### src/rtl/au_pkg.sv
// Shared definitions for the au datapath: opcode encoding, default width and flag bit positions.
package au_pkg;

  localparam int unsigned DATA_W = 16;

  localparam logic [2:0] OP_ADD  = 3'b000;
  localparam logic [2:0] OP_SUB  = 3'b001;
  localparam logic [2:0] OP_NOP0 = 3'b010;
  localparam logic [2:0] OP_NOP1 = 3'b011;
  localparam logic [2:0] OP_SHL  = 3'b100;
  localparam logic [2:0] OP_SHR  = 3'b101;
  localparam logic [2:0] OP_RTL  = 3'b110;
  localparam logic [2:0] OP_SAR  = 3'b111;

  localparam int unsigned FLAG_N = 3;
  localparam int unsigned FLAG_Z = 2;
  localparam int unsigned FLAG_C = 1;
  localparam int unsigned FLAG_V = 0;

  function automatic logic op_is_nop(input logic [2:0] op);
    return (op == OP_NOP0) || (op == OP_NOP1);
  endfunction

  function automatic logic op_is_arith(input logic [2:0] op);
    return (op == OP_ADD) || (op == OP_SUB);
  endfunction

endpackage

### src/rtl/au_wb_fifo.sv
// Two-entry in-order buffer with valid/ready on both sides and a synchronous flush.
module au_wb_fifo #(
  parameter int unsigned WIDTH = 8
) (
  input  logic             clk,
  input  logic             rst_n,
  input  logic             i_flush,
  input  logic             i_valid,
  output logic             o_ready,
  input  logic [WIDTH-1:0] i_data,
  output logic             o_valid,
  input  logic             i_ready,
  output logic [WIDTH-1:0] o_data
);

  logic [WIDTH-1:0] r_mem [2];
  logic             r_wr_ptr;
  logic             r_rd_ptr;
  logic [1:0]       r_count;
  logic             w_push;
  logic             w_pop;

  // Ready depends only on registered occupancy, never on the consumer's ready.
  assign o_ready = rst_n & (r_count != 2'd2);
  assign o_valid = (r_count != 2'd0);
  assign o_data  = r_mem[r_rd_ptr];
  assign w_push  = i_valid & o_ready;
  assign w_pop   = o_valid & i_ready;

  always_ff @(posedge clk or negedge rst_n) begin
    if (!rst_n) begin
      for (int i = 0; i < 2; i++) r_mem[i] <= '0;
      r_wr_ptr <= 1'b0;
      r_rd_ptr <= 1'b0;
      r_count  <= 2'd0;
    end else if (i_flush) begin
      r_wr_ptr <= 1'b0;
      r_rd_ptr <= 1'b0;
      r_count  <= 2'd0;
    end else begin
      if (w_push) begin
        r_mem[r_wr_ptr] <= i_data;
        r_wr_ptr        <= ~r_wr_ptr;
      end
      if (w_pop) r_rd_ptr <= ~r_rd_ptr;
      r_count <= r_count + {1'b0, w_push} - {1'b0, w_pop};
    end
  end

endmodule

### src/rtl/au_writeback.sv
// Writeback stage: buffers au results for the register file and updates {N,Z,C,V} on retire.
module au_writeback #(
  parameter int unsigned DATA_W = au_pkg::DATA_W,
  parameter int unsigned RD_W   = 3
) (
  input  logic              clk,
  input  logic              rst_n,
  input  logic              in_valid,
  output logic              in_ready,
  input  logic [2:0]        in_opcode,
  input  logic [DATA_W-1:0] in_result,
  input  logic              in_carry,
  input  logic              in_overflow,
  input  logic [RD_W-1:0]   in_rd,
  input  logic              in_flags_en,
  input  logic              flush,
  output logic              wb_valid,
  input  logic              wb_ready,
  output logic [DATA_W-1:0] wb_data,
  output logic [RD_W-1:0]   wb_rd,
  output logic [3:0]        flags_q
);
  import au_pkg::*;

  localparam int unsigned EntW = 3 + DATA_W + 1 + 1 + RD_W + 1;

  logic [EntW-1:0]   w_in_data;
  logic [EntW-1:0]   w_out_data;
  logic [2:0]        w_head_op;
  logic [DATA_W-1:0] w_head_res;
  logic              w_head_c;
  logic              w_head_v;
  logic [RD_W-1:0]   w_head_rd;
  logic              w_head_fe;
  logic              w_pop;
  logic [3:0]        w_flags_d;
  logic [3:0]        r_flags;

  assign w_in_data = {in_opcode, in_result, in_carry, in_overflow, in_rd, in_flags_en};
  assign {w_head_op, w_head_res, w_head_c, w_head_v, w_head_rd, w_head_fe} = w_out_data;

  au_wb_fifo #(
    .WIDTH (EntW)
  ) u_fifo (
    .clk     (clk),
    .rst_n   (rst_n),
    .i_flush (flush),
    .i_valid (in_valid),
    .o_ready (in_ready),
    .i_data  (w_in_data),
    .o_valid (wb_valid),
    .i_ready (wb_ready),
    .o_data  (w_out_data)
  );

  assign wb_data = w_head_res;
  assign wb_rd   = w_head_rd;
  assign w_pop   = wb_valid & wb_ready;

  // A pop completes its handshake even under flush, so flags still follow it.
  always_comb begin
    w_flags_d = r_flags;
    if (w_pop && w_head_fe && !op_is_nop(w_head_op)) begin
      w_flags_d[FLAG_N] = w_head_res[DATA_W-1];
      w_flags_d[FLAG_Z] = (w_head_res == '0);
      w_flags_d[FLAG_C] = w_head_c;
      w_flags_d[FLAG_V] = op_is_arith(w_head_op) ? w_head_v : 1'b0;
    end
  end

  always_ff @(posedge clk or negedge rst_n) begin
    if (!rst_n) r_flags <= 4'b0000;
    else        r_flags <= w_flags_d;
  end

  assign flags_q = r_flags;

endmodule

### config.mk
export PLATFORM = sky130hd
export DESIGN_NAME = au_writeback
export DESIGN_NICKNAME = d
export VERILOG_FILES = /design/src/rtl/au_pkg.sv /design/src/rtl/au_wb_fifo.sv /design/src/rtl/au_writeback.sv
export SDC_FILE = /design/constraint.sdc
export NUM_CORES = 1
export LEC_CHECK = 0
export CAP_MARGIN = 5
export CORE_ASPECT_RATIO = 0.9
export CORE_UTILIZATION = 65
export CTS_CLUSTER_SIZE = 28
export DETAILED_ROUTE_END_ITERATION = 10
export DONT_BUFFER_PORTS = 1
export GPL_TIMING_DRIVEN = 1
export PLACE_DENSITY_LB_ADDON = 0.12
export SKIP_LAST_GASP = 1
export SLEW_MARGIN = 30
export SYNTH_ARGS = -nofsm -noshare
export SYNTH_HDL_FRONTEND = slang
export SYNTH_HIERARCHICAL = 1
export SYNTH_SLANG_ARGS = --single-unit
### constraint.sdc
create_clock -name clk -period 3.7 [get_ports clk]
set_clock_uncertainty 0.2 [all_clocks]
set_input_delay 0.74 -clock clk [delete_from_list [all_inputs] [get_ports clk]]
set_output_delay 0.74 -clock clk [all_outputs]
set_load 0.005 [all_outputs]
==> results of run 1 <==
-- cell type report --
| class | count | area share [%] |
|---|---|---|
| flip-flops and latches | 56 | 51.6 |
| multi-input cells | 106 | 40.7 |
| clock buffers | 5 | 2.53 |
| well taps | 46 | 2.12 |
| repair buffers | 4 | 1.84 |
| clock inverters | 3 | 0.783 |
| inverters | 3 | 0.461 |
-- worst max-delay path, stage by stage (launching register included) --
cell and delay (ns):
dfrtp_1 0.79, buf_4 0.33, mux2_2 0.40
-- stage by stage --
step                      utilization, %  cells  hold WS, ns  area [um^2]
after floorplan                        -    172        0.244         2570
after global placement              69.2    214        0.246         2600
after detailed placement            69.2    214        0.245         2600
after CTS                           72.3    223       0.0773         2720
after global routing                72.3    223       0.0820         2720
final                               72.3    223       0.0631         2720
-- final timing paths --
kind,to,start,cells after the start,slack [ns]
worst max-delay path,wb_data[15],u_fifo/r_rd_ptr,2,0.93
worst min-delay path,u_fifo/r_mem[28],rst_n,1,0.06
worst max register to register,flags_q[2],u_fifo/r_rd_ptr,5,1.10
worst min register to register,u_fifo/r_mem[11],u_fifo/r_mem[11],1,0.31
max in group asynchronous,u_fifo/r_mem[6],rst_n,1,2.99
min in group clk,u_fifo/r_wr_ptr,flush,1,0.28
-- cells in the final DEF, fill, tap and decap left out, types with 2 or more instances in the layout --
cell and n:
inv_1 2, mux2_2 71, clkbuf_8 5, dfrtp_1 56
nor2_1 2, buf_4 3, clkinv_2 2, nand4_1 2
mux2_4 2, nor4_1 4, nand2_1 3, ha_1 2
-- registers in the layout, summed over array words and instances, names as in the netlist --
| name | cells |
|---|---|
| u_fifo/r_count | 2 |
| u_fifo/r_rd_ptr | 1 |
| u_fifo/r_wr_ptr | 1 |
| flags_q | 4 |
| u_fifo/r_mem | 48 |
-- metal layers --
| layer | track usage [%] | up-vias | share of wire [%] |
|---|---|---|---|
| li1 | - | 626 | - |
| met1 | 26.8 | 692 | 43 |
| met2 | 36.4 | 44 | 48 |
| met3 | 7.12 | 7 | 7.5 |
| met4 | 10.1 | 0 | 1.3 |
| met5 | 0 | - | 0 |
-- repair_timing --
item	4_1_cts	5_1_grt
hold buffers	1	0
setup buffers	0	0
endpoints found under the setup margin	0	0
hold endpoints to repair	56	0
-- power breakdown --
group          internal [W]  switching (W)  leakage (nW)  total (W)
Clock              0.000135       0.000201        0.0445   0.000335
Combinational      0.000440       0.000313         0.422   0.000752
Sequential         0.000887       0.000176         0.691    0.00106
==> run_results.csv, run 1 <==
group,metric,value,unit
cts,clk_pin_slew,0.10,ns
global_routing,grt_start_max_net_pins,57,
final_layout,nNetsFinal,208,
sta,setup_tns,0,ns
worst_setup_path,path_class,"reg -> out",
outcome,status,"completed",
detailed_routing,drt_iter0_markers,67,
run,cap_viol_max_count,0,
final_layout,multi_input_area,1100,um^2
sta,period_share,75.0,%
floorplan,rows,21,
cts,h-tree-depth,2,
pwr,power,0.00215,W
place,io_buffers,0,
synthesis,synth_cells,172,
final_layout,drive_gt1_share,52.5,%
sta,finalWorstSetupSlack,0.926,ns
worst_hold_path,hold_path_class,"in -> async",
sta,max-slew-margin-rel,54.5,%
floorplan,ioPinCount,55,
place,routabilityCongestion,0.768,
sta,worstMarginPinSlew,0.682,ns
global_routing,antenna_found_initial,0,
floorplan,die_height,61.7,um
global_routing,grt_use_total,22.1,%
cts,cts.path.max_buffers,2,
floorplan,core,3760,um^2
worst_setup_path,arrival,1.83,ns
synthesis,synth_area,2570,um^2
detailed_routing,drc,0,
global_routing,grt-ovfl-total,0,
cts,cts_buffers,5,
final_layout,area.sequential,1400,um^2
place,hpwl,3020,um
sta,setup_viol,0,
cts,insertion_delay,0.31,ns
detailed_routing,drt_pass1_iterations,4,
sta,drv_slew,0,
floorplan,floorplan.initialDensity,68.5,%
pwr,leakage,1.16,nW
sta,grt_setup_unrepaired,"false",
worst_setup_path,setup.worst_path.start_class,"register",
final_layout,area_delta_synth_final,5.54,%
final_layout,fillCellCount,239,
worst_setup_path,crit_path_end_kind,"primary output",
synthesis,avgSynthCellArea,15.0,um^2
worst_setup_path,cp.required,2.76,ns
floorplan,dieArea,4220,um^2
cts,cts.sinks,56,
detailed_routing,vias,1369,
cts,cts_tree,"built",
sta,fmax,360,MHz
cts,clockRootBuffer,"clkbuf_8",
detailed_routing,routedWlPerCell,19.9,um
worst_setup_path,cp_max_fo,15,
pwr,powerDensity,792,nW/um^2
synthesis,ys_warn_count,6,
pwr,peakVddDrop,0.000475,V
global_routing,grt_pass1_vias,1421,
floorplan,dieWidth,68.3,um
sta,finalHoldViolations,0,
synthesis,syn-num-nets,204,
final_layout,antennaDiodeCount,0,
place,place_ws,1.13,ns
detailed_routing,detail-route-antenna-nets,0,
sta,finalCriticalPeriod,2.77,ns
global_routing,grt_pass1_wl,6530,um
detailed_routing,wl,4440,um
cts,cts_resized,0,
detailed_routing,post_drt_via_cell_ratio,6.14,
Note: power is estimated with default switching activity, not from simulation.
==> run 2, diff against run 1 <==
--- a/config.mk
+++ b/config.mk
@@ -5,9 +5,10 @@
 export SDC_FILE = /design/constraint.sdc
 export NUM_CORES = 1
 export LEC_CHECK = 0
+export ABC_AREA = 1
 export CAP_MARGIN = 5
 export CORE_ASPECT_RATIO = 0.9
-export CORE_UTILIZATION = 65
+export CORE_UTILIZATION = 57
 export CTS_CLUSTER_SIZE = 28
 export DETAILED_ROUTE_END_ITERATION = 10
 export DONT_BUFFER_PORTS = 1
==> constraint.sdc (replaced) <==
create_clock -name clk -period 2.5 [get_ports clk]
set_clock_uncertainty 0.2 [all_clocks]
set_input_delay 0.5 -clock clk [delete_from_list [all_inputs] [get_ports clk]]
set_output_delay 0.5 -clock clk [all_outputs]
set_load 0.005 [all_outputs]
==> run 2 against run 1 <==
  * Global-route usage grew 3.8 points
  * Setup slack got worse by 0.49 ns
  * Critical path type unchanged
  * Synthesized cell count is 110% higher
  * Critical endpoint is now in_ready
  * Routed wire length increased by 44%
  * Sequential cell count unchanged
==> run_results.csv, run 2 <==
group,metric,value,unit
outcome,status,"completed",
cts,cts.sinks,56,
cts,cts_resized,0,
global_routing,grt_start_max_net_pins,57,
floorplan,rows,24,
detailed_routing,wl,6400,um
cts,cts.path.max_buffers,2,
floorplan,core,4830,um^2
sta,period_share,82.7,%
final_layout,area_delta_synth_final,2.84,%
worst_hold_path,hold_path_class,"in -> reg",
worst_setup_path,crit_family,"flip-flops",
worst_setup_path,setup.worst_path.start_class,"register",
final_layout,final_area,2940,um^2
sta,finalCriticalPeriod,2.07,ns
worst_hold_path,hold_depth,1,
global_routing,grt-ovfl-total,0,
global_routing,antenna_found_initial,0,
worst_setup_path,crit_path_end_kind,"primary output",
final_layout,regMostFlops,"u_fifo/r_mem",
worst_setup_path,critPathSlowestCell,"dfrtp_1",
sta,finalWorstSetupSlack,0.432,ns
final_layout,antennaDiodeCount,0,
global_routing,grt_use_total,25.9,%
global_routing,grt_pass1_vias,2165,
worst_setup_path,path_class,"reg -> out",
place,hpwl,3850,um
sta,setup_viol,0,
run,cap_viol_max_count,0,
final_layout,final_cell_mix,"nand2_1, dfrtp_1, nand4_1",
worst_setup_path,cpPeakStageDelay,0.46,ns
final_layout,mostFrequentLayoutCell,"nand2_1",
floorplan,dieWidth,76.7,um
floorplan,dieArea,5310,um^2
worst_setup_path,cp_max_fo,49,
cts,cts_buffers,5,
sta,max-slew-margin-rel,69.0,%
cts,insertion_delay,0.30,ns
detailed_routing,routedWlPerCell,15.4,um
floorplan,floorplan.initialDensity,59.2,%
pwr,powerDensity,1070,nW/um^2
worst_setup_path,cp_cell_sequence,"a21oi_4, buf_4",
worst_setup_path,r2r_cells,8,
synthesis,synth_cells,359,
sta,finalHoldViolations,0,
floorplan,die_height,69.2,um
detailed_routing,detail-route-antenna-nets,0,
worst_setup_path,path_depth,2,
cts,cts_tree,"built",
pwr,peakVddDrop,0.000597,V
synthesis,synth_area,2860,um^2
sta,grt_setup_unrepaired,"false",
cts,clockRootBuffer,"clkbuf_8",
detailed_routing,post_drt_via_cell_ratio,5.50,
detailed_routing,vias,2284,
worst_setup_path,arrival,1.37,ns
cts,clk_pin_slew,0.10,ns
floorplan,ioPinCount,55,
detailed_routing,drc,0,
place,routabilityCongestion,0.770,
sta,drv_slew,0,
worst_setup_path,cp.required,1.80,ns
cts,h-tree-depth,2,
sta,fmax,483,MHz
synthesis,avgSynthCellArea,7.97,um^2
sta,setup_tns,0,ns
final_layout,drive_gt1_share,7.71,%
place,place_area,2810,um^2
final_layout,largest_reg_flops,48,
global_routing,grt_pass1_wl,10800,um
final_layout,nNetsFinal,381,
worst_setup_path,cp_num_buf_inv,1,
pwr,leakage,1.58,nW
place,io_buffers,0,
synthesis,syn-num-nets,391,
synthesis,ys_warn_count,6,
detailed_routing,drt_pass1_iterations,4,
detailed_routing,drt_iter0_markers,197,
sta,worstMarginPinSlew,0.465,ns
place,place_ws,0.712,ns
run 2: routing by layer:
layer | GRT usage (%) | vias to the layer above | share of wire [%]
met5 | 0 | - | 0
met4 | 4.91 | 0 | 0.41
met3 | 6.18 | 2 | 7.4
met2 | 39.8 | 69 | 47
met1 | 37.8 | 1073 | 45
li1 | - | 1140 | -
run 2: repair_timing:
item,in CTS,in global routing
endpoints found under the hold margin,56,0
hold buffers,2,0
setup buffers,0,0
run 2: worst paths after layout:
| path | end | slack (ns) | startpoint |
|---|---|---|---|
| worst max-delay path | in_ready | 0.43 | u_fifo/r_count[1] |
| worst max register to register | u_fifo/r_count[1] | 0.68 | u_fifo/r_count[0] |
| worst min-delay path | u_fifo/r_count[0] | 0.05 | flush |
| min in group asynchronous | u_fifo/r_mem[25] | 0.51 | rst_n |
| worst min register to register | u_fifo/r_mem[19] | 0.28 | u_fifo/r_mem[19] |
| max in group asynchronous | u_fifo/r_mem[46] | 1.34 | rst_n |
run 2: layout make-up:
type	instances	area, um^2
clock inverter	2	10.0
inverter	10	37.5
timing repair buffer	7	75.1
multi-input combinational	269	1250
clock buffer	6	82.6
sequential	56	1400
fill	437	1890
tap	65	81.3
run 2: power breakdown:
group / total (W) / switching [W] / internal [W]
Clock: 0.000502 / 0.000280 / 0.000222
Combinational: 0.00113 / 0.000755 / 0.000375
Sequential: 0.00153 / 0.000225 / 0.00130
run 2: through the flow:
stage | util [%] | hold WS, ns | power (W) | instances
6_report | 60.8 | 0.0502 | 0.00316 | 415
5_1_grt | 60.8 | 0.0289 | 0.00345 | 415
4_1_cts | 60.8 | 0.0381 | 0.00318 | 415
3_5_place_dp | 58.2 | 0.00611 | 0.00265 | 405
3_3_place_gp | 58.2 | 0.00578 | 0.00261 | 405
2_1_floorplan | - | 0.00441 | 0.00244 | 359
==> run 3, diff against run 2 <==
==> constraint.sdc (replaced) <==
create_clock -name clk -period 1.8 [get_ports clk]
set_clock_uncertainty 0.2 [all_clocks]
set_input_delay 0.36 -clock clk [delete_from_list [all_inputs] [get_ports clk]]
set_output_delay 0.36 -clock clk [all_outputs]
set_load 0.005 [all_outputs]
==> run 3 against run 2 <==
  * The run now ends with negative hold slack, negative setup slack left
  * Power increased by 75%
  * Worst hold slack got worse by 0.53 ns
  * Core utilization increased by 15 points
==> run_results.csv, run 3 (synthesis results as in run 2) <==
group,metric,value,unit
cts,clockRootBuffer,"clkbuf_8",
final_layout,final_cell_mix,"nand2_1, dfrtp_1, nand4_1",
worst_setup_path,crit_path_end_kind,"primary output",
worst_setup_path,cp_max_fo,5,
floorplan,dieArea,5310,um^2
outcome,violations,"negative hold slack, negative setup slack",
sta,max-slew-margin-rel,69.5,%
sta,setup_viol,5,
place,hpwl,4020,um
cts,h-tree-depth,2,
worst_setup_path,cp_cell_sequence,"inv_4, buf_6, nand2_2, nand2_2, buf_6",
sta,finalHoldViolations,56,
place,io_buffers,0,
run,cap_viol_max_count,0,
worst_setup_path,setup.worst_path.start_class,"register",
worst_setup_path,cp-startpoint,"u_fifo/r_rd_ptr",
worst_setup_path,reg2reg_from,"u_fifo/r_count[0]",
sta,period_share,101,%
global_routing,grt_pass1_wl,11900,um
global_routing,grt_use_total,28.8,%
detailed_routing,drt_iter0_markers,263,
final_layout,mostFrequentLayoutCell,"nand2_1",
final_layout,multi_input_area,1360,um^2
floorplan,rows,24,
sta,worstMarginPinSlew,0.457,ns
worst_setup_path,cpPeakStageDelay,0.45,ns
final_layout,area_delta_synth_final,28.2,%
cts,insertion_delay,0.32,ns
final_layout,regMostFlops,"u_fifo/r_mem",
floorplan,dieWidth,76.7,um
final_layout,fillCellCount,368,
detailed_routing,drt_pass1_iterations,4,
sta,grt_setup_unrepaired,"true",
place,routabilityCongestion,0.743,
sta,finalCriticalPeriod,1.82,ns
cts,cts.path.max_buffers,2,
detailed_routing,vias,2699,
final_layout,area.sequential,1400,um^2
detailed_routing,routedWlPerCell,16.2,um
pwr,power,0.00554,W
pwr,peakVddDrop,0.000906,V
detailed_routing,drc,0,
floorplan,ioPinCount,55,
sta,finalWorstSetupSlack,-0.0219,ns
detailed_routing,wl,7630,um
global_routing,antenna_found_initial,0,
detailed_routing,detail-route-antenna-nets,0,
cts,cts_buffers,5,
global_routing,grt-ovfl-total,0,
final_layout,antennaDiodeCount,0,
final_layout,largest_reg_flops,48,
worst_hold_path,hold_path_class,"in -> async",
final_layout,nNetsFinal,437,
detailed_routing,post_drt_via_cell_ratio,5.73,
worst_setup_path,path_class,"reg -> out",
outcome,status,"complete, but fails checks",
floorplan,die_height,69.2,um
floorplan,floorplan.initialDensity,59.2,%
pwr,leakage,1.88,nW
cts,clk_pin_slew,0.10,ns
final_layout,drive_gt1_share,22.9,%
floorplan,core,4830,um^2
sta,hold_slack,-0.482,ns
worst_setup_path,critPathSlowestCell,"dfrtp_2",
global_routing,grt_start_max_net_pins,60,
cts,cts_tree,"built",
cts,cts.sinks,56,
sta,fmax,549,MHz
global_routing,grt_pass1_vias,2495,
worst_setup_path,arrival,1.26,ns
worst_setup_path,cp.required,1.24,ns
pwr,powerDensity,1510,nW/um^2
cts,holdBufCountCts,27,
final_layout,post-route-util,75.9,%
sta,drv_slew,0,
run 3: cell types whose count changed in the layout (fill, tap and decap cells not counted), moves of 4 or more:
cell / change
buf_6: +13
dlygate4sd3_1: +25
nand2_2: +27
buf_12: +4
buf_4: +12
nand2_1: -27
run 3: critical path, delay by kind of cell, from the launching register on:
kind,cells,cell delay (ns)
flip-flops,1,0.45
buffers and inverters,3,0.35
AND/OR/NAND/NOR,2,0.15
run 3: per-layer routing:
| metal | share of wire [%] | GRT usage, % | vias to the layer above |
|---|---|---|---|
| li1 | - | - | 1260 |
| met1 | 42 | 39.5 | 1301 |
| met2 | 49 | 45.5 | 119 |
| met3 | 7.0 | 5.26 | 19 |
| met4 | 2.4 | 10.9 | 0 |
| met5 | 0 | 0 | - |
run 3: layout make-up:
cell class,count,area share [%]
clock inverters,2,0.955
repair buffers,63,18.5
clock buffers,6,1.98
flip-flops and latches,56,38.3
well taps,65,2.22
multi-input cells,269,36.9
inverters,10,1.09
run 3: through the flow:
step	hold WS (ns)	TNS, ns	cell area, um^2	setup slack, ns	std cells
6_report	-0.482	-0.0572	3670	-0.0219	471
5_1_grt	-0.502	-0.772	3670	-0.0644	471
4_1_cts	-0.489	-0.201	3390	-0.0260	460
3_5_place_dp	-0.134	0	2950	0.104	423
3_3_place_gp	-0.134	0	2950	0.147	423
2_1_floorplan	-0.136	0	2860	0.0452	359
run 3: worst paths after layout:
check,end,cells past startpoint,slack [ns]
max in group asynchronous,u_fifo/r_rd_ptr,0,1.77
worst min register to register,u_fifo/r_mem[10],2,0.28
worst min-delay path,flags_q[0],0,-0.48
worst max register to register,u_fifo/r_count[1],7,0.08
min in group clk,u_fifo/r_mem[9],2,0.01
worst max-delay path,wb_data[2],5,-0.02
run 3: repair_timing:
action / 4_1_cts / 5_1_grt
hold endpoints to repair: 103 / 56
resized for setup: 8 / 52
gates cloned: 0 / 3
pin swaps: 0 / 20
endpoints found under the setup margin: 13 / 20
setup buffers: 2 / 8
run 3: power breakdown:
group	internal, W	switching (W)
clock	0.000414	0.000410
sequential	0.00182	0.000353
combinational	0.00121	0.00133
